### src/rtl/s2_pkg.sv
// Shared encodings, field offsets and FSM states for the S2 cell array.
// Latency: n/a (definitions only).
// Backpressure: n/a.
package s2_pkg;

   // Gate function encodings used by both select bits
   localparam logic [1:0] FN_AND   = 2'b00;
   localparam logic [1:0] FN_OR    = 2'b01;
   localparam logic [1:0] FN_XOR   = 2'b10;
   localparam logic [1:0] FN_PASSA = 2'b11;

   // Per-lane configuration word layout
   localparam int CFG_W      = 5;
   localparam int FN0_LSB    = 0;
   localparam int FN1_LSB    = 2;
   localparam int BYPASS_BIT = 4;

   // Legacy S2: sel0 = a0 & b0, sel1 = a1 | b1, registered output
   localparam logic [CFG_W-1:0] CFG_RESET = 5'b0_01_00;

   typedef enum logic [1:0] {
      ST_IDLE   = 2'd0,
      ST_LOAD   = 2'd1,
      ST_COMMIT = 2'd2
   } state_t;

   // Evaluate one configurable two-input gate
   function automatic logic gate_fn(input logic [1:0] fn, input logic a, input logic b);
      logic r;
      case (fn)
         FN_AND:  r = a & b;
         FN_OR:   r = a | b;
         FN_XOR:  r = a ^ b;
         default: r = a;
      endcase
      return r;
   endfunction

endpackage

### src/rtl/s2_lane.sv
// One lane: gate-derived 2-bit select, 4:1 word mux, ce-gated register, optional bypass.
// Latency: 1 cycle when registered, 0 cycles when bypassed.
// Backpressure: none; ce only holds the register, the mux is always live.
module s2_lane
   import s2_pkg::*;
#(
   parameter int WIDTH = 1
) (
   input  logic                 clk,
   input  logic                 clr_n,
   input  logic                 ce,
   input  logic [4*WIDTH-1:0]   d,
   input  logic                 a0,
   input  logic                 b0,
   input  logic                 a1,
   input  logic                 b1,
   input  logic [CFG_W-1:0]     cfg,
   output logic [WIDTH-1:0]     out
);

   logic [1:0]       sel;
   logic [WIDTH-1:0] mux_out;
   logic [WIDTH-1:0] out_reg;

   // Select bits from the configured gates, then pick the matching data word
   always_comb begin
      sel[0] = gate_fn(cfg[FN0_LSB +: 2], a0, b0);
      sel[1] = gate_fn(cfg[FN1_LSB +: 2], a1, b1);
      case (sel)
         2'b00:   mux_out = d[0*WIDTH +: WIDTH];
         2'b01:   mux_out = d[1*WIDTH +: WIDTH];
         2'b10:   mux_out = d[2*WIDTH +: WIDTH];
         default: mux_out = d[3*WIDTH +: WIDTH];
      endcase
   end

   // Output register keeps tracking mux_out even while bypassed
   always_ff @(posedge clk or negedge clr_n) begin
      if (!clr_n) begin
         out_reg <= '0;
      end else if (ce) begin
         out_reg <= mux_out;
      end
   end

   assign out = cfg[BYPASS_BIT] ? mux_out : out_reg;

endmodule

### src/rtl/s2_cell_array.sv
// CHANNELS S2 lanes with serially loaded, atomically committed per-lane configuration.
// Latency: lanes 1 cycle (registered) or 0 (bypass); config takes effect the edge after COMMIT.
// Backpressure: cfg_ready gates bit acceptance; cfg_valid gaps stall the load indefinitely.
module s2_cell_array
   import s2_pkg::*;
#(
   parameter int CHANNELS = 4,
   parameter int WIDTH    = 1
) (
   input  logic                    clk,
   input  logic                    clr_n,
   input  logic                    ce,
   input  logic [CHANNELS*4*WIDTH-1:0] d,
   input  logic [CHANNELS-1:0]     a0,
   input  logic [CHANNELS-1:0]     b0,
   input  logic [CHANNELS-1:0]     a1,
   input  logic [CHANNELS-1:0]     b1,
   input  logic                    cfg_start,
   input  logic                    cfg_valid,
   input  logic                    cfg_bit,
   output logic                    cfg_ready,
   output logic                    cfg_done,
   output logic                    cfg_err,
   output logic [CHANNELS*WIDTH-1:0] out
);

   localparam int CFG_BITS = CFG_W * CHANNELS;
   localparam int CNT_W    = $clog2(CFG_BITS + 1);

   state_t               state;
   state_t               state_nxt;
   logic                 ready_q;
   logic [CNT_W-1:0]     cnt;
   logic [CFG_BITS-1:0]  shadow;
   logic [CFG_BITS-1:0]  active;
   logic                 accept;
   logic                 last_bit;

   // A restart in LOAD discards any bit offered in the same cycle
   assign accept   = (state == ST_LOAD) && cfg_valid && !cfg_start;
   assign last_bit = accept && (cnt == CNT_W'(CFG_BITS - 1));

   // State register; cfg_ready is flopped alongside so it is glitch-free
   always_ff @(posedge clk or negedge clr_n) begin
      if (!clr_n) begin
         state   <= ST_IDLE;
         ready_q <= 1'b0;
      end else begin
         state   <= state_nxt;
         ready_q <= (state_nxt == ST_LOAD);
      end
   end

   // Next-state logic
   always_comb begin
      state_nxt = state;
      case (state)
         ST_IDLE:   if (cfg_start) state_nxt = ST_LOAD;
         ST_LOAD:   if (last_bit)  state_nxt = ST_COMMIT;
         ST_COMMIT: state_nxt = ST_IDLE;
         default:   state_nxt = ST_IDLE;
      endcase
   end

   // Handshake outputs decoded from the current state
   always_comb begin
      cfg_ready = ready_q;
      cfg_done  = (state == ST_COMMIT);
      cfg_err   = (state == ST_LOAD) && cfg_start;
   end

   // Bit counter and shadow shift register; first bit ends up at shadow[0]
   always_ff @(posedge clk or negedge clr_n) begin
      if (!clr_n) begin
         cnt    <= '0;
         shadow <= '0;
      end else if (cfg_start && (state != ST_COMMIT)) begin
         cnt <= '0;
      end else if (accept) begin
         shadow <= {cfg_bit, shadow[CFG_BITS-1:1]};
         cnt    <= last_bit ? '0 : cnt + CNT_W'(1);
      end
   end

   // Active configuration only changes in COMMIT, so lanes never see partial data
   always_ff @(posedge clk or negedge clr_n) begin
      if (!clr_n) begin
         active <= {CHANNELS{CFG_RESET}};
      end else if (state == ST_COMMIT) begin
         active <= shadow;
      end
   end

   for (genvar c = 0; c < CHANNELS; c++) begin : g_lane
      s2_lane #(
         .WIDTH (WIDTH)
      ) u_lane (
         .clk   (clk),
         .clr_n (clr_n),
         .ce    (ce),
         .d     (d[c*4*WIDTH +: 4*WIDTH]),
         .a0    (a0[c]),
         .b0    (b0[c]),
         .a1    (a1[c]),
         .b1    (b1[c]),
         .cfg   (active[c*CFG_W +: CFG_W]),
         .out   (out[c*WIDTH +: WIDTH])
      );
   end

endmodule

### config.mk
export PLATFORM = sky130hd
export DESIGN_NAME = s2_cell_array
export DESIGN_NICKNAME = d
export VERILOG_FILES = /design/src/rtl/s2_pkg.sv /design/src/rtl/s2_lane.sv /design/src/rtl/s2_cell_array.sv
export SDC_FILE = /design/constraint.sdc
export NUM_CORES = 1
export LEC_CHECK = 0
export CORE_ASPECT_RATIO = 1.25
export CORE_MARGIN = 4
export CORE_UTILIZATION = 35
export CTS_BUF_LIST = sky130_fd_sc_hd__clkbuf_8
export DETAILED_ROUTE_END_ITERATION = 8
export HOLD_SLACK_MARGIN = 0.02
export PLACE_DENSITY_LB_ADDON = 0.1
export SYNTH_ARGS = -nofsm -noshare
export SYNTH_HDL_FRONTEND = slang
export SYNTH_SLANG_ARGS = --single-unit
### constraint.sdc
create_clock -name clk -period 2.1 [get_ports clk]
set_input_delay 0.315 -clock clk [delete_from_list [all_inputs] [get_ports clk]]
set_output_delay 0.315 -clock clk [all_outputs]
set_load 0.02 [all_outputs]
==> impl_metrics.tcl, run 1 <==
set metrics [dict create \
    status "complete, but fails checks" \
    violations "negative setup slack" \
    synth-main-ff-cell "dfrtp_1" \
    drive_gt1_share_pct 43.9 \
    antenna_found_initial 0 \
    area_growth_pct 31.3 \
    cts.clk_slew.worst_paths_ps 90 \
    fin_skew_ps 9.52 \
    wire_per_inst_um 12.7 \
    tritoncts "yes" \
    vias_per_cell 4.80 \
    ant_nets 0 \
    post-synth-top-count-cell "dfrtp_1" \
    ys_seq_area_share_pct 46.4 \
    drc 0 \
    ys_types 29 \
    die_h_um 108 \
    p_per_area_nw_per_um2 602 \
    worstPathMaxFanout 3 \
    synthArstFlopShare_pct 100 \
    max_freq_mhz 445 \
    yosys-top-cells-count "48 x dfrtp_1, 41 x mux2_2, 28 x inv_1" \
    crit_path_start_kind "primary input" \
    grt_max_degree 53 \
    postCtsHoldBufs 0 \
    num_antenna_cells 0 \
    met3_usage_pct 2.82 \
    htree_levels 2 \
    vias 1876 \
    hold_viol_final 0 \
    seq_area_um2 1310 \
    multiInputGateArea_um2 1440 \
    relSlewSlack_pct 57.3 \
    synthTopCellsByArea "dfrtp_1 43%, mux2_2 16%, ha_1 7.6%" \
    end_kind "primary output" \
    clock_path_buffers 2 \
    finalSetupViolations 2 \
    final.setup.worst_slack_ps -149 \
    fp.dieArea_um2 9540 \
    wl_mm 4.96 \
    die_width_um 88.2 \
    rsz0062_at_grt "true" \
    hp-class "primary input to async pin" \
    synthCells 222 \
    core_um2 7840 \
    clk_latency_ps 300 \
    worstPathArrival_ps 1930 \
    drtIter0Drc 42 \
    nFillCells 751 \
    yosys_warnings 0 \
    reg_top3 "active: 20 flops, shadow: 20 flops, cnt: 5 flops" \
    numCtsBuffers 5 \
    fin_nets 350 \
    drv_cap 0 \
    grt_pass1_vias 1953 \
    ys_seq_elements 52 \
    synth-edff-count 0 \
    tightest_slew_ps 640 \
    grt_pass1_wl_mm 8.54 \
    grt_usage_pct 11.3 \
    pin_count 45 \
    busiest_layer "met2" \
    dpl.hpwl_mm 3.66 \
    synth_largest_area_cell "dfrtp_1" \
    fin_setup_tns_ps -182 \
    num_rows 36 \
    dr.pass1.iters 4 \
    fin_crit_sh_pct 107 \
    portBuffers 44 \
    drv_slew 0 \
    irDropWorstVdd_v 0.000375 \
    grt_use_met2_pct 19.3 \
    post_dp_cell_area_um2 3420 \
    syn_nets 277 \
    synth_top_area_share_pct 42.7 \
    place.gp.congestion 0.725 \
    syn_area_um2 2810 \
    avgSynthCellArea_um2 12.7 \
    period_minus_slack_ps 2250 \
    crit_type "primary input to primary output" \
    met1_usage_pct 13.8 \
    initial_core_util_pct 35.9 \
    final_area_um2 3690 \
    grt_overflow 0 \
    clock_sinks 52 \
    p_leak_nw 1.72 \
    cp_data_required_time_ps 1780 \
    cts-root-buf "clkbuf_8" \
]
## cell usage in the layout (no fill, tap or decap), drive strengths merged, types with 4 or more instances in the layout
cell,instances
inv,28
nor2,6
clkbuf,5
mux2,41
nand2,11
ha,17
o221ai,8
dfstp,4
mux2i,9
clkdlybuf4s50,23
buf,43
dlygate4sd2,6
mux4,9
nand2b,14
dfrtp,48
clkdlybuf4s15,4
## stage by stage
step / util [%] / setup WS (ps) / hold slack [ps] / total power [mW] / cells
6_report: 47.1 / -149 / 118 / 2.22 / 391
5_1_grt: 47.1 / -243 / 182 / 2.36 / 391
4_1_cts: 46.4 / -146 / 149 / 2.25 / 386
3_5_place_dp: 43.7 / -861 / 488 / 1.67 / 369
3_3_place_gp: 43.7 / -849 / 481 / 1.66 / 369
2_1_floorplan: - / 205 / 19.4 / 1.48 / 222
## layout make-up
| class | instances | share of cell area [%] |
|---|---|---|
| multi-input combinational | 132 | 38.9 |
| sequential | 52 | 35.4 |
| timing repair buffer | 76 | 17.3 |
| tap | 95 | 3.22 |
| inverter | 28 | 2.85 |
| clock buffer | 5 | 1.86 |
| clock inverter | 3 | 0.508 |
## worst paths after layout
| kind | start | to | slack (ps) | cells after the start |
|---|---|---|---|---|
| max in group asynchronous | clr_n | cnt[3] | 1550 | 2 |
| hold reg to reg | g_lane[1].u_lane.out_reg | g_lane[1].u_lane.out_reg | 500 | 2 |
| min in group clk | g_lane[1].u_lane.out_reg | g_lane[1].u_lane.out_reg | 500 | 2 |
| setup / recovery | a1[0] | out[0] | -150 | 7 |
| hold / removal | clr_n | g_lane[2].u_lane.out_reg | 120 | 2 |
| setup reg to reg | active[2] | g_lane[0].u_lane.out_reg | 290 | 5 |
## routing by layer
metal | wire [µm] | vias up | part of all wire, %
met4 | 54 | 0 | 1.1
met5 | 0 | - | 0
met1 | 2170 | 929 | 44
met3 | 195 | 4 | 3.9
met2 | 2540 | 26 | 51
li1 | - | 917 | -
## worst max-delay path, stage by stage
cell and delay (ps):
dlygate4sd2_1 230, inv_1 50, ha_1 280, mux4_2 520, mux2i_2 250, o221ai_2 120
buf_4 170
## report_power, final
group          switching (mW)  total [mW]  internal (mW)
logic                   0.158       0.431          0.273
registers              0.0982        1.24           1.14
clock network           0.316       0.549          0.233
## kinds of logic (layout without fill, tap and decap cells)
group / Yosys count / in the layout / share of synthesized area [%]
mux: 59 / 59 / 26.8
simple gates: 42 / 42 / 8.72
compound gates: 13 / 13 / 3.65
fa+ha+maj: 17 / 17 / 7.56
buf+inv: 38 / 112 / 6.49
flops: 52 / 52 / 46.4
xor+xnor: 1 / 1 / 0.311
## timing repair
action,CTS,global route
pin swaps,9,2
gates resized for setup,81,10
buffers inserted,9,5
setup endpoints to repair,4,4
(Power assumes the default switching activity.)
==> inputs of run 2 (changes only) <==
- GPL_ROUTABILITY_DRIVEN: not set -> 0
==> results of run 2 <==
Final layout, timing and power as in run 1 (identical DEF).
==> inputs of run 3 (changes only) <==
- CORE_MARGIN: 4 -> not set
- PLACE_DENSITY: not set -> 0.63
- PLACE_DENSITY_LB_ADDON: 0.1 -> not set
==> run 3 against run 2 <==
Count of clock-buffer cells in the layout is the same. Critical path depth shrank 3. Worst hold slack gained 390 ps. Clock power grew 20%. Final area grew 1.5%. Via count is essentially flat. Global-route usage grew 1.8 points. Utilization grew 0.99 points. The flow still finishes with violations (negative setup slack). Clock skew shrank 2.1 ps. Sequential share of layout area shrank 0.53 points. Cell count grew 0.77%. Power grew 5.7%.
==> impl_metrics.tcl, run 3 (synthesis results as in run 1) <==
set metrics [dict create \
    crit_chain "mux4_2 -> mux2i_2 -> o221ai_2 -> buf_4" \
    r2r-end "g_lane[0].u_lane.out_reg" \
    max_freq_mhz 444 \
    die_h_um 102 \
    drtIter0Drc 52 \
    die_width_um 82.2 \
    relSlewSlack_pct 62.8 \
    finalSetupViolations 2 \
    regToRegSetupSlack_ps 170 \
    reg_top3 "active: 20 flops, shadow: 20 flops, cnt: 5 flops" \
    reg2reg_depth 6 \
    cts-root-buf "clkbuf_8" \
    slowest_stage "mux4_2" \
    layout_common_cells "48 x dfrtp_1, 41 x mux2_2, 34 x buf_4" \
    dpl.hpwl_mm 3.63 \
    grt_usage_pct 13.1 \
    p_switching_uw 569 \
    drive_gt1_share_pct 44.1 \
    worstPathArrival_ps 1940 \
    htree_levels 2 \
    drc 0 \
    num_rows 36 \
    violations "negative setup slack" \
    p_leak_nw 1.74 \
    end_kind "primary output" \
    clock_sinks 52 \
    tritoncts "yes" \
    r2r-start "active[2]" \
    antenna_found_initial 0 \
    hp-class "register to register" \
    dp_slack_ps -854 \
    num_antenna_cells 0 \
    grt_overflow 0 \
    slowest_delay_ps 560 \
    tightest_slew_ps 558 \
    grt_max_degree 30 \
    dr.pass1.iters 4 \
    p_sw_share_pct 24.2 \
    wire_per_inst_um 12.7 \
    wl_mm 5.00 \
    clkPwrFrac_pct 28.1 \
    clock_path_buffers 2 \
    numCtsBuffers 5 \
    final_cells 394 \
    initial_core_util_pct 36.1 \
    power_frac_comb_pct 19.0 \
    hold_viol_final 0 \
    final.setup.worst_slack_ps -154 \
    area_growth_pct 33.3 \
    worstPathMaxFanout 2 \
    crit_path_start_kind "register" \
    cp.buffers_inverters 1 \
    grt_pass1_wl_mm 8.39 \
    placed_cells 372 \
    internal-power_mw 1.78 \
    drv_slew 0 \
    grt_pass1_vias 1846 \
    p_per_area_nw_per_um2 626 \
    fin_crit_sh_pct 107 \
    fp.dieArea_um2 8400 \
    final_common_cell "dfrtp_1" \
    fin_skew_ps 7.39 \
    portBuffers 44 \
    crit_family "multiplexers" \
    clk_latency_ps 300 \
    critPathLaunch "active[2]" \
    fin_nets 353 \
    status "complete, but fails checks" \
    vias_per_cell 4.76 \
    power_frac_seq_pct 52.8 \
    drv_cap 0 \
    pin_count 45 \
    vias 1875 \
    endpoint "out[0]" \
    cts.clk_slew.worst_paths_ps 90 \
    cp_data_required_time_ps 1780 \
    rsz0062_at_grt "true" \
    ant_nets 0 \
    irDropWorstVdd_v 0.000337 \
    period_minus_slack_ps 2250 \
    core_um2 7790 \
    cp.depth 4 \
    crit_type "register to primary output" \
]
run 3: cell type report:
cell class | instances | area (µm²)
clock buffers | 5 | 68.8
clock inverters | 3 | 42.5
fillers | 719 | 4040
inverters | 28 | 105
multi-input cells | 132 | 1440
flip-flops and latches | 52 | 1310
well taps | 95 | 119
repair buffers | 79 | 672
run 3: per-layer routing:
metal / routed length, µm / GRT usage, %
met1: 2150 / 15.5
met2: 2610 / 23.9
met3: 174 / 2.41
met4: 63 / 3.64
met5: 0 / 0
run 3: power by group through the flow:
stage          registers (mW)  clock network, mW  logic, mW
6_report                 1.24              0.661      0.447
2_1_floorplan            1.23                  0      0.254
4_1_cts                  1.25              0.685      0.453
3_5_place_dp             1.27                  0      0.413
5_1_grt                  1.27              0.734      0.497
3_3_place_gp             1.26                  0      0.399
run 3: metrics by stage:
stage          utilization [%]  hold WS, ps  TNS (ps)  power [mW]  cell area, µm²
4_1_cts                   48.2          512      -211        2.38            3760
2_1_floorplan                -         19.4         0        1.48            2810
6_report                  48.1          505      -181        2.35            3750
3_5_place_dp              44.4          346     -3630        1.68            3460
3_3_place_gp              44.4          335     -3450        1.66            3460
5_1_grt                   48.1          534      -493        2.50            3750
run 3: worst min-delay path by stage:
stage | startpoint | to | cells after the start
detailed placement | clr_n | active[0] | 1
global placement | clr_n | active[0] | 1
CTS | state[1] | cfg_ready | 1
finish | g_lane[0].u_lane.out_reg | g_lane[0].u_lane.out_reg | 2
global route | g_lane[1].u_lane.out_reg | g_lane[1].u_lane.out_reg | 2
floorplan | clr_n | active[0] | 0
run 3: timing repair:
| action | in CTS | in global routing |
|---|---|---|
| pin swaps | 10 | 2 |
| hold buffers | 1 | 0 |
| setup endpoints to repair | 4 | 4 |
| resized for setup | 85 | 5 |
| setup buffers | 13 | 0 |
| endpoints found under the hold margin | 16 | 0 |
run 3: worst reg2reg max path, delay by kind of cell, from the launching register on:
kind / cells / cell delay [ps]
mux: 2 / 750
buf+inv: 3 / 380
compound gates: 1 / 180
flops: 1 / 550
